<file path="src/rtl/pmem_arbiter_if.sv">
// rtl/pmem_arbiter_if.sv - channel-side and pmem-side line handshake bundle for pmem_arbiter
interface pmem_arbiter_if #(
    parameter int NUM_CH = 2,
    parameter int ADDR_W = 32,
    parameter int LINE_W = 256
);
    logic [NUM_CH-1:0]        ch_read;
    logic [NUM_CH-1:0]        ch_write;
    logic [NUM_CH*ADDR_W-1:0] ch_address;
    logic [NUM_CH*LINE_W-1:0] ch_wdata;
    logic [LINE_W-1:0]        ch_rdata;
    logic [NUM_CH-1:0]        ch_resp;
    logic                     pmem_read;
    logic                     pmem_write;
    logic [ADDR_W-1:0]        pmem_address;
    logic [LINE_W-1:0]        pmem_wdata;
    logic [LINE_W-1:0]        pmem_rdata;
    logic                     pmem_resp;
    logic                     arb_err;

    // Arbiter view: serves the requesters, masters the pmem port.
    modport slave (
        input  ch_read, ch_write, ch_address, ch_wdata, pmem_rdata, pmem_resp,
        output ch_rdata, ch_resp, pmem_read, pmem_write, pmem_address, pmem_wdata, arb_err
    );

    // Environment view: requesters plus the pmem model.
    modport master (
        output ch_read, ch_write, ch_address, ch_wdata, pmem_rdata, pmem_resp,
        input  ch_rdata, ch_resp, pmem_read, pmem_write, pmem_address, pmem_wdata, arb_err
    );
endinterface

</file>
<file path="src/rtl/pmem_arbiter.sv">
// rtl/pmem_arbiter.sv - round-robin arbiter serialising NUM_CH line requesters onto one pmem port
// Optional protocol checker driving arb_err is enabled by defining PMEM_ARB_CHECK_EN.
module pmem_arbiter #(
    parameter int NUM_CH = 2,
    parameter int ADDR_W = 32,
    parameter int LINE_W = 256
) (
    input  logic          clk,
    input  logic          rst,
    pmem_arbiter_if.slave bus
);
    localparam int PTR_W = (NUM_CH > 1) ? $clog2(NUM_CH) : 1;

    typedef enum logic [1:0] {IDLE, ISSUE, RESP} state_t;

    state_t              state;
    state_t              state_nxt;
    logic [PTR_W-1:0]    rr_ptr;
    logic [PTR_W-1:0]    grant_q;
    logic [PTR_W-1:0]    winner;
    logic [PTR_W-1:0]    idx;
    logic                winner_vld;
    logic                op_write_q;
    logic [ADDR_W-1:0]   addr_q;
    logic [LINE_W-1:0]   wdata_q;
    logic [LINE_W-1:0]   rdata_q;
    logic [NUM_CH-1:0]   req;

    assign req = bus.ch_read | bus.ch_write;

    // Scan from the highest offset down so the last hit is the first requester at or after rr_ptr.
    always_comb begin
        winner     = '0;
        winner_vld = 1'b0;
        idx        = '0;
        for (int off = NUM_CH - 1; off >= 0; off--) begin
            idx = PTR_W'((int'(rr_ptr) + off) % NUM_CH);
            if (req[idx]) begin
                winner     = idx;
                winner_vld = 1'b1;
            end
        end
    end

    always_ff @(posedge clk or posedge rst) begin
        if (rst) begin
            state <= IDLE;
        end else begin
            state <= state_nxt;
        end
    end

    always_comb begin
        state_nxt = state;
        case (state)
            IDLE:    if (winner_vld) state_nxt = ISSUE;
            ISSUE:   if (bus.pmem_resp) state_nxt = RESP;
            RESP:    state_nxt = IDLE;
            default: state_nxt = IDLE;
        endcase
    end

    always_ff @(posedge clk or posedge rst) begin
        if (rst) begin
            rr_ptr     <= '0;
            grant_q    <= '0;
            op_write_q <= 1'b0;
            addr_q     <= '0;
            wdata_q    <= '0;
            rdata_q    <= '0;
        end else begin
            if (state == IDLE && winner_vld) begin
                grant_q    <= winner;
                op_write_q <= bus.ch_write[winner];
                addr_q     <= bus.ch_address[int'(winner)*ADDR_W +: ADDR_W];
                wdata_q    <= bus.ch_wdata[int'(winner)*LINE_W +: LINE_W];
            end
            // Writes complete without touching the shared read-data register.
            if (state == ISSUE && bus.pmem_resp && !op_write_q) begin
                rdata_q <= bus.pmem_rdata;
            end
            if (state == RESP) begin
                rr_ptr <= (grant_q == PTR_W'(NUM_CH - 1)) ? '0 : grant_q + 1'b1;
            end
        end
    end

    assign bus.pmem_read    = (state == ISSUE) && !op_write_q;
    assign bus.pmem_write   = (state == ISSUE) && op_write_q;
    assign bus.pmem_address = addr_q;
    assign bus.pmem_wdata   = wdata_q;
    assign bus.ch_rdata     = rdata_q;

    always_comb begin
        bus.ch_resp = '0;
        if (state == RESP) begin
            bus.ch_resp[grant_q] = 1'b1;
        end
    end

`ifdef PMEM_ARB_CHECK_EN
    logic err_q;
    logic err_now;

    always_comb begin
        err_now = |(bus.ch_read & bus.ch_write);
        if (state == ISSUE &&
            (!req[grant_q] || bus.ch_address[int'(grant_q)*ADDR_W +: ADDR_W] != addr_q)) begin
            err_now = 1'b1;
        end
        if (state != ISSUE && bus.pmem_resp) begin
            err_now = 1'b1;
        end
    end

    always_ff @(posedge clk or posedge rst) begin
        if (rst) begin
            err_q <= 1'b0;
        end else if (err_now) begin
            err_q <= 1'b1;
        end
    end

    assign bus.arb_err = err_q;
`else
    assign bus.arb_err = 1'b0;
`endif
endmodule
</file>
<file path="src/flat_wrapper.sv">
// flat-port wrapper written by rule: the top's interface ports become plain ports
module pmem_arbiter_flat 
#(
    parameter int NUM_CH = 2,
    parameter int ADDR_W = 32,
    parameter int LINE_W = 256
)
  (clk, rst, bus_ch_read, bus_ch_write, bus_ch_address, bus_ch_wdata, bus_pmem_rdata, bus_pmem_resp, bus_ch_rdata, bus_ch_resp, bus_pmem_read, bus_pmem_write, bus_pmem_address, bus_pmem_wdata, bus_arb_err);
  pmem_arbiter_if #(.NUM_CH(NUM_CH), .ADDR_W(ADDR_W), .LINE_W(LINE_W)) bus_i ();
  input  logic clk;
  input  logic rst;
  input wire logic [$bits(bus_i.ch_read)-1:0] bus_ch_read;
  input wire logic [$bits(bus_i.ch_write)-1:0] bus_ch_write;
  input wire logic [$bits(bus_i.ch_address)-1:0] bus_ch_address;
  input wire logic [$bits(bus_i.ch_wdata)-1:0] bus_ch_wdata;
  input wire logic [$bits(bus_i.pmem_rdata)-1:0] bus_pmem_rdata;
  input wire logic [$bits(bus_i.pmem_resp)-1:0] bus_pmem_resp;
  output wire logic [$bits(bus_i.ch_rdata)-1:0] bus_ch_rdata;
  output wire logic [$bits(bus_i.ch_resp)-1:0] bus_ch_resp;
  output wire logic [$bits(bus_i.pmem_read)-1:0] bus_pmem_read;
  output wire logic [$bits(bus_i.pmem_write)-1:0] bus_pmem_write;
  output wire logic [$bits(bus_i.pmem_address)-1:0] bus_pmem_address;
  output wire logic [$bits(bus_i.pmem_wdata)-1:0] bus_pmem_wdata;
  output wire logic [$bits(bus_i.arb_err)-1:0] bus_arb_err;
  assign bus_i.ch_read = bus_ch_read;
  assign bus_i.ch_write = bus_ch_write;
  assign bus_i.ch_address = bus_ch_address;
  assign bus_i.ch_wdata = bus_ch_wdata;
  assign bus_i.pmem_rdata = bus_pmem_rdata;
  assign bus_i.pmem_resp = bus_pmem_resp;
  assign bus_ch_rdata = bus_i.ch_rdata;
  assign bus_ch_resp = bus_i.ch_resp;
  assign bus_pmem_read = bus_i.pmem_read;
  assign bus_pmem_write = bus_i.pmem_write;
  assign bus_pmem_address = bus_i.pmem_address;
  assign bus_pmem_wdata = bus_i.pmem_wdata;
  assign bus_arb_err = bus_i.arb_err;
  pmem_arbiter #(.NUM_CH(NUM_CH), .ADDR_W(ADDR_W), .LINE_W(LINE_W)) u_core (.clk(clk), .rst(rst), .bus(bus_i));
endmodule
</file>
<file path="config.mk">
export PLATFORM = sky130hd
export DESIGN_NAME = pmem_arbiter_flat
export DESIGN_NICKNAME = d
export VERILOG_FILES = /design/src/rtl/pmem_arbiter_if.sv /design/src/rtl/pmem_arbiter.sv /design/src/flat_wrapper.sv
export SDC_FILE = /design/constraint.sdc
export NUM_CORES = 1
export LEC_CHECK = 0
export CORE_AREA = 2 2 542 544
export DETAILED_ROUTE_END_ITERATION = 6
export DIE_AREA = 0 0 544 546
export GPL_TIMING_DRIVEN = 0
export RECOVER_POWER = 50
export SLEW_MARGIN = 25
export SYNTH_ARGS = -nofsm -noshare
export SYNTH_HDL_FRONTEND = slang
export SYNTH_SLANG_ARGS = --single-unit
</file>
<file path="constraint.sdc">
create_clock -name clk -period 48.1 [get_ports clk]
set_clock_uncertainty 0.2 [all_clocks]
set_input_delay 4.81 -clock clk [delete_from_list [all_inputs] [get_ports clk]]
set_output_delay 4.81 -clock clk [all_outputs]
set_load 0.01 [all_outputs]
</file>
**After elaboration in Yosys (flattened, before gate mapping)**

Index checks and enable logic that the tools add are counted.

- Flip-flop bits (word level): 549
- Input bits: 839
- Output and inout bits: 549

- Add/subtract/negate cells: 2
- $lt $le $gt $ge: 5
- Equal/unequal tests: 4
- Shift-type cells: 2
- Muxes and demuxes: 17
- Bitwise operators: 1
- Reduce and logical (&&, ||, !) cells: 9

Operator list:

| operator | count |
|---|---|
| indexed part select 512 x 10 -> 256 bit | 1 |
| indexed part select 64 x 7 -> 32 bit | 1 |
| 2-to-1 mux 1 bit | 12 |
| less-than comparator 1 x 2 -> 1 bit (second input constant) | 4 |
| logical AND 1 bit | 6 |
| 2-to-1 mux 2 bit | 3 |
| case mux 2 bit (2 select lines) | 1 |
| adder 1 bit (second input constant) | 2 |
| == test 2 x 1 -> 1 bit (second input constant) | 1 |
| == test 2 bit (second input constant) | 1 |
| zero test 2 bit | 1 |
| inequality test 2 x 1 -> 1 bit (second input constant) | 1 |
| inequality test 2 bit (second input constant) | 1 |
| OR 2 bit | 1 |
| AND reduction 2 bit | 1 |
| demux 1 bit (select 1 bit) | 1 |
| >= comparator 1 bit (second input constant) | 1 |
| zero test 1 bit | 1 |

**Depth between registers and ports, before layout**

- Depth in word-level cells: 7
- Mapped depth: 7
- Depth with buffers taken out: 3

**Least setup slack after synthesis**

OpenSTA, ideal clock, no wires.

- Path type: input to register
- Start: input bus_ch_write[1]
- End: register u_core.wdata_q[190] (netlist: u_core.bus.pmem_wdata[190])
- Library setup time: 0.141 ns
- Arrival: 5.959 ns
- Data required time: 47.759 ns
- Slack: 41.800 ns
- Stages on the path: 6
- Cells stage by stage: or4_1 buf_2 buf_6 buf_2 a21oi_1 a31oi_1

- Cells in the longest elaborated chain, start to end: 6
- Elaborated cells between the ends (all ways): 11
- Classes of those cells: shift (1); mux (8); bitwise (1); reduce/logical (1)

Ends and longest elaborated chain:

| what | RTL line | RTL |
|---|---|---|
| start, declared | flat_wrapper.sv:13 | `input wire logic [$bits(bus_i.ch_write)-1:0] bus_ch_write;` |
| OR 2 bit * | pmem_arbiter.sv:29 | `assign req = bus.ch_read \| bus.ch_write;` |
| 2-to-1 mux 1 bit (not written as such) (2 in a row) | pmem_arbiter.sv:38 | `if (req[idx]) begin` |
| 2-to-1 mux 1 bit (2 in a row) | pmem_arbiter.sv:38 |  |
| indexed part select 512 x 10 -> 256 bit or logical AND 1 bit (tied branches) | pmem_arbiter.sv:76, pmem_arbiter.sv:72 |  |
| end signal, assigned | pmem_arbiter.sv:76 | `wdata_q <= bus.ch_wdata[int'(winner)*LINE_W +: LINE_W];` |
| end, declared | pmem_arbiter.sv:25 | `logic [LINE_W-1:0] wdata_q;` |

Mark *: on every way between the ends. The rest lies on a longest branch, timed or not. The select of a mux whose other input is x is not followed.
A chain may end at the register's enable or synchronous reset.

==> reports/results.md <==
Place
* **RePlAce Congestion** 0.974
* **Port Buffer Count** 1386
* **half-perimeter wire length of the detailed placement result** 220000 um

Route
* **Post-Route WL** 250000 um
* **via count of the routed design** 27183
* **number of violations reported at the end of detailed-routing iteration 0** 2291
* **drt pass-1 iters** 5
* **total DRC errors in the routed layout** 0
* **Antenna Nets Post-Route** 0
* **ratio of routed vias to standard cells** 3.50
* **post-DR wirelength/cell** 32.3 um

Run
* **# Max-Cap Violations** 9

Floorplanning
* **count of boundary I/O pins** 1388
* **Total Die Area** 297000 um^2
* **DIE WIDTH** 544 um
* **starting density of the core** 8.45%
* **Die Height** 546 um
* **area inside the core boundary** 292000 um^2
* **number of placement rows** 199

Worst setup path
* **class of the most critical setup path** primary input to asynchronous set/reset pin
* **critical path fanouts, max** 103
* **Slowest cell on crit path** clkbuf_1
* **most repeated library cell on the critical path** clkbuf_1
* **WP data required** 47510 ps
* **delay contributed by the slowest stage of the critical path** 3870 ps
* **worst endpoint data arrival time** 14500 ps
* **endpoint class of the critical path** asynchronous set/reset pin
* **startpoint class of the critical path** primary input
* **cell count of the worst reg-to-reg path** 7
* **worst path cell trace** dlygate4sd3_1 -> clkinvlp_2 -> clkbuf_1 -> clkbuf_1

Logic synthesis
* **mean instance size in the synthesized netlist** 11.0 um^2
* **share of synthesized area occupied by flip-flops and latches** 55.6%
* **fraction of the mapped netlist area in simple logic gates** 6.31%
* **Synth top area share** 55.6%
* **synthesized area** 24700 um^2
* **number of enable flip-flop cells after synthesis** 0
* **leading area contributor after synthesis** dfrtp_1
* **adder-cell share of the synthesized area** 0%
* **post-synth net total** 3079
* **share of synthesized area spent on multiplexers** 13.1%
* **post-synthesis compound-gate area fraction** 19.2%
* **largest family of logic cells by synthesized area** compound AO/OA/AOI/OAI gates
* **synthesis warning total** 0
* **number of synthesized register bits** 549
* **most instantiated flip-flop cell in the synthesis netlist** dfrtp_1
* **count of different cell masters after synthesis** 33
* **cell count after synthesis** 2240
* **ranking of synthesized cells by area** dfrtp_1 (56%), a31oi_1 (7.3%), a21oi_1 (5.9%)
* **Post-Synth XOR/XNOR Area** 0%
* **share of synthesized registers carrying an async set or reset** 100%

Timing
* **setup repair after global routing missed its margin** no
* **Pins Over Slew Limit** 579
* **worst max-slew margin expressed relative to the limit** -247%
* **accumulated negative setup slack** 0 ps
* **worst-margin pin slew** 5210 ps
* **Final Hold Vio Count** 0
* **count of endpoints failing setup in the final report** 0
* **upper clock frequency limit** 66.3 MHz
* **post-route clock period utilization** 31.4%
* **shortest clock period the worst path allows after layout** 15080 ps

Finish
* **multi-input gate area in the final layout** 9330 um^2
* **final core occ** 15.7%
* **share of post-route cells with drive strength above 1** 9.72%
* **most used cells in the layout excluding fill and tap cells** clkdlybuf4s50_1 (1382), dfrtp_1 (549), a21oi_1 (290), nand3_1 (288), a31oi_1 (288)
* **fill count** 32676
* **most common library cell in the layout ignoring fill and taps** clkdlybuf4s50_1
* **Nets** 4558
* **synthesis-to-finish area growth** 86.1%
* **Reg area** 13700 um^2

Clock tree
* **number of H-tree levels** 3
* **clock transition at the registers of the reported paths** 60 ps
* **Post-CTS Hold Fix Bufs** 0
* **CTS Root Buffer Type** clkbuf_16
* **postcts setup bufs** 0
* **CTS tree** done
* **clock sink count** 549
* **largest buffer count on any clock path** 4
* **insertion delay to the later sink of the worst-skew pair** 720 ps
* **number of buffers inserted during clock tree synthesis** 81
* **post-CTS sizing** 0

GRT
* **total routing usage reported by global routing** 16.2%
* **initial antenna violation count** 158
* **wire length of the first global-routing pass** 308000 um
* **vias in the first global route** 27410
* **pin count of the biggest net entering global routing** 104
* **total congestion overflow** 0

Worst hold path
* **path class of the lowest-slack min-delay path** flop to flop
* **hold path depth** 1

Power and ir drop
* **Leak Pwr** 0.0166 uW
* **PwrDens** 68.5 nW/um^2
* **Worst IR Drop VDD** 0.0419 mV

Outcome
* **violated checks** capacitance limit, slew limit
* **status** finished, violations left

metal layers:
metal	wire, um	track usage [%]	up-vias
met3	39600	10.7	451
met5	710	0	-
met2	106000	24.5	1935
met4	13100	7.21	72
li1	-	-	11416
met1	91000	17.4	13309
Yosys cell counts, types with 3 or more instances:
| master | n |
|---|---|
| buf_6 | 50 |
| buf_2 | 50 |
| mux2_4 | 96 |
| nand3_1 | 288 |
| nor2_1 | 3 |
| buf_4 | 3 |
| o21ai_0 | 290 |
| dfrtp_1 | 549 |
| mux2_2 | 118 |
| mux2_1 | 42 |
| a21oi_1 | 290 |
| a31oi_1 | 288 |
| clkbuf_1 | 147 |
| inv_1 | 3 |
worst max-delay path, delay by kind of cell:
family	cells	cell delay, ps
buf+inv	4	9430
worst paths after layout:
path | startpoint | to | slack [ps]
max in group clk | bus_pmem_resp | u_core.bus.ch_rdata[140] | 39790
worst min-delay path | u_core.bus.ch_rdata[127] | u_core.bus.ch_rdata[127] | 280
min in group asynchronous | rst | u_core.bus.ch_rdata[35] | 4910
worst min register to register | u_core.bus.ch_rdata[127] | u_core.bus.ch_rdata[127] | 280
worst max-delay path | rst | u_core.bus.ch_rdata[242] | 33020
worst max register to register | u_core.state[1] | u_core.bus.ch_rdata[140] | 43860
power breakdown:
part	total [uW]	internal (uW)	switching [uW]	leakage, uW
clock	603	358	245	0.00127
combinational	1660	696	967	0.00898
sequential	882	704	178	0.00632
layout make-up:
cell class	instances	area share, %
Tap cell	3919	10.7
Buffer	252	2.61
Inverter	3	0.0272
Sequential cell	549	29.9
Multi-Input combinational cell	1436	20.3
Antenna cell	68	0.370
Clock inverter	32	0.793
Clock buffer	106	4.83
Timing Repair Buffer	1396	30.5
state kept, by name, summed over array words and instances, names as in the netlist:
| name | count |
|---|---|
| u_core.state | 2 |
| u_core.grant_q | 1 |
| u_core.bus.ch_rdata | 256 |
| u_core.rr_ptr | 1 |
| u_core.bus.pmem_wdata | 256 |
| u_core.bus.pmem_address | 32 |
| u_core.op_write_q | 1 |
stage by stage:
step / setup slack [ps] / hold WS [ps] / cells / instance area (um^2) / total power, uW
after floorplan: 27740 / 266 / 2240 / 24700 / 1430
after global placement: 19690 / 268 / 7545 / 43500 / 2600
after detailed placement: 39550 / 275 / 7555 / 43800 / 2620
after CTS: 40420 / 288 / 7693 / 46300 / 3240
after global routing: 30980 / 294 / 7731 / 45900 / 3330
final: 33020 / 285 / 7761 / 45900 / 3150
logic make-up (layout without fill, tap and decap cells):
kind of cell,after synthesis,count (layout)
AOI/OAI and AO/OA,872,872
buffers and inverters,255,1789
DFF,549,549
muxes,256,256
other,1,69
and+or+nand+nor,307,307
No activity file was read; power rests on OpenSTA's default activity.
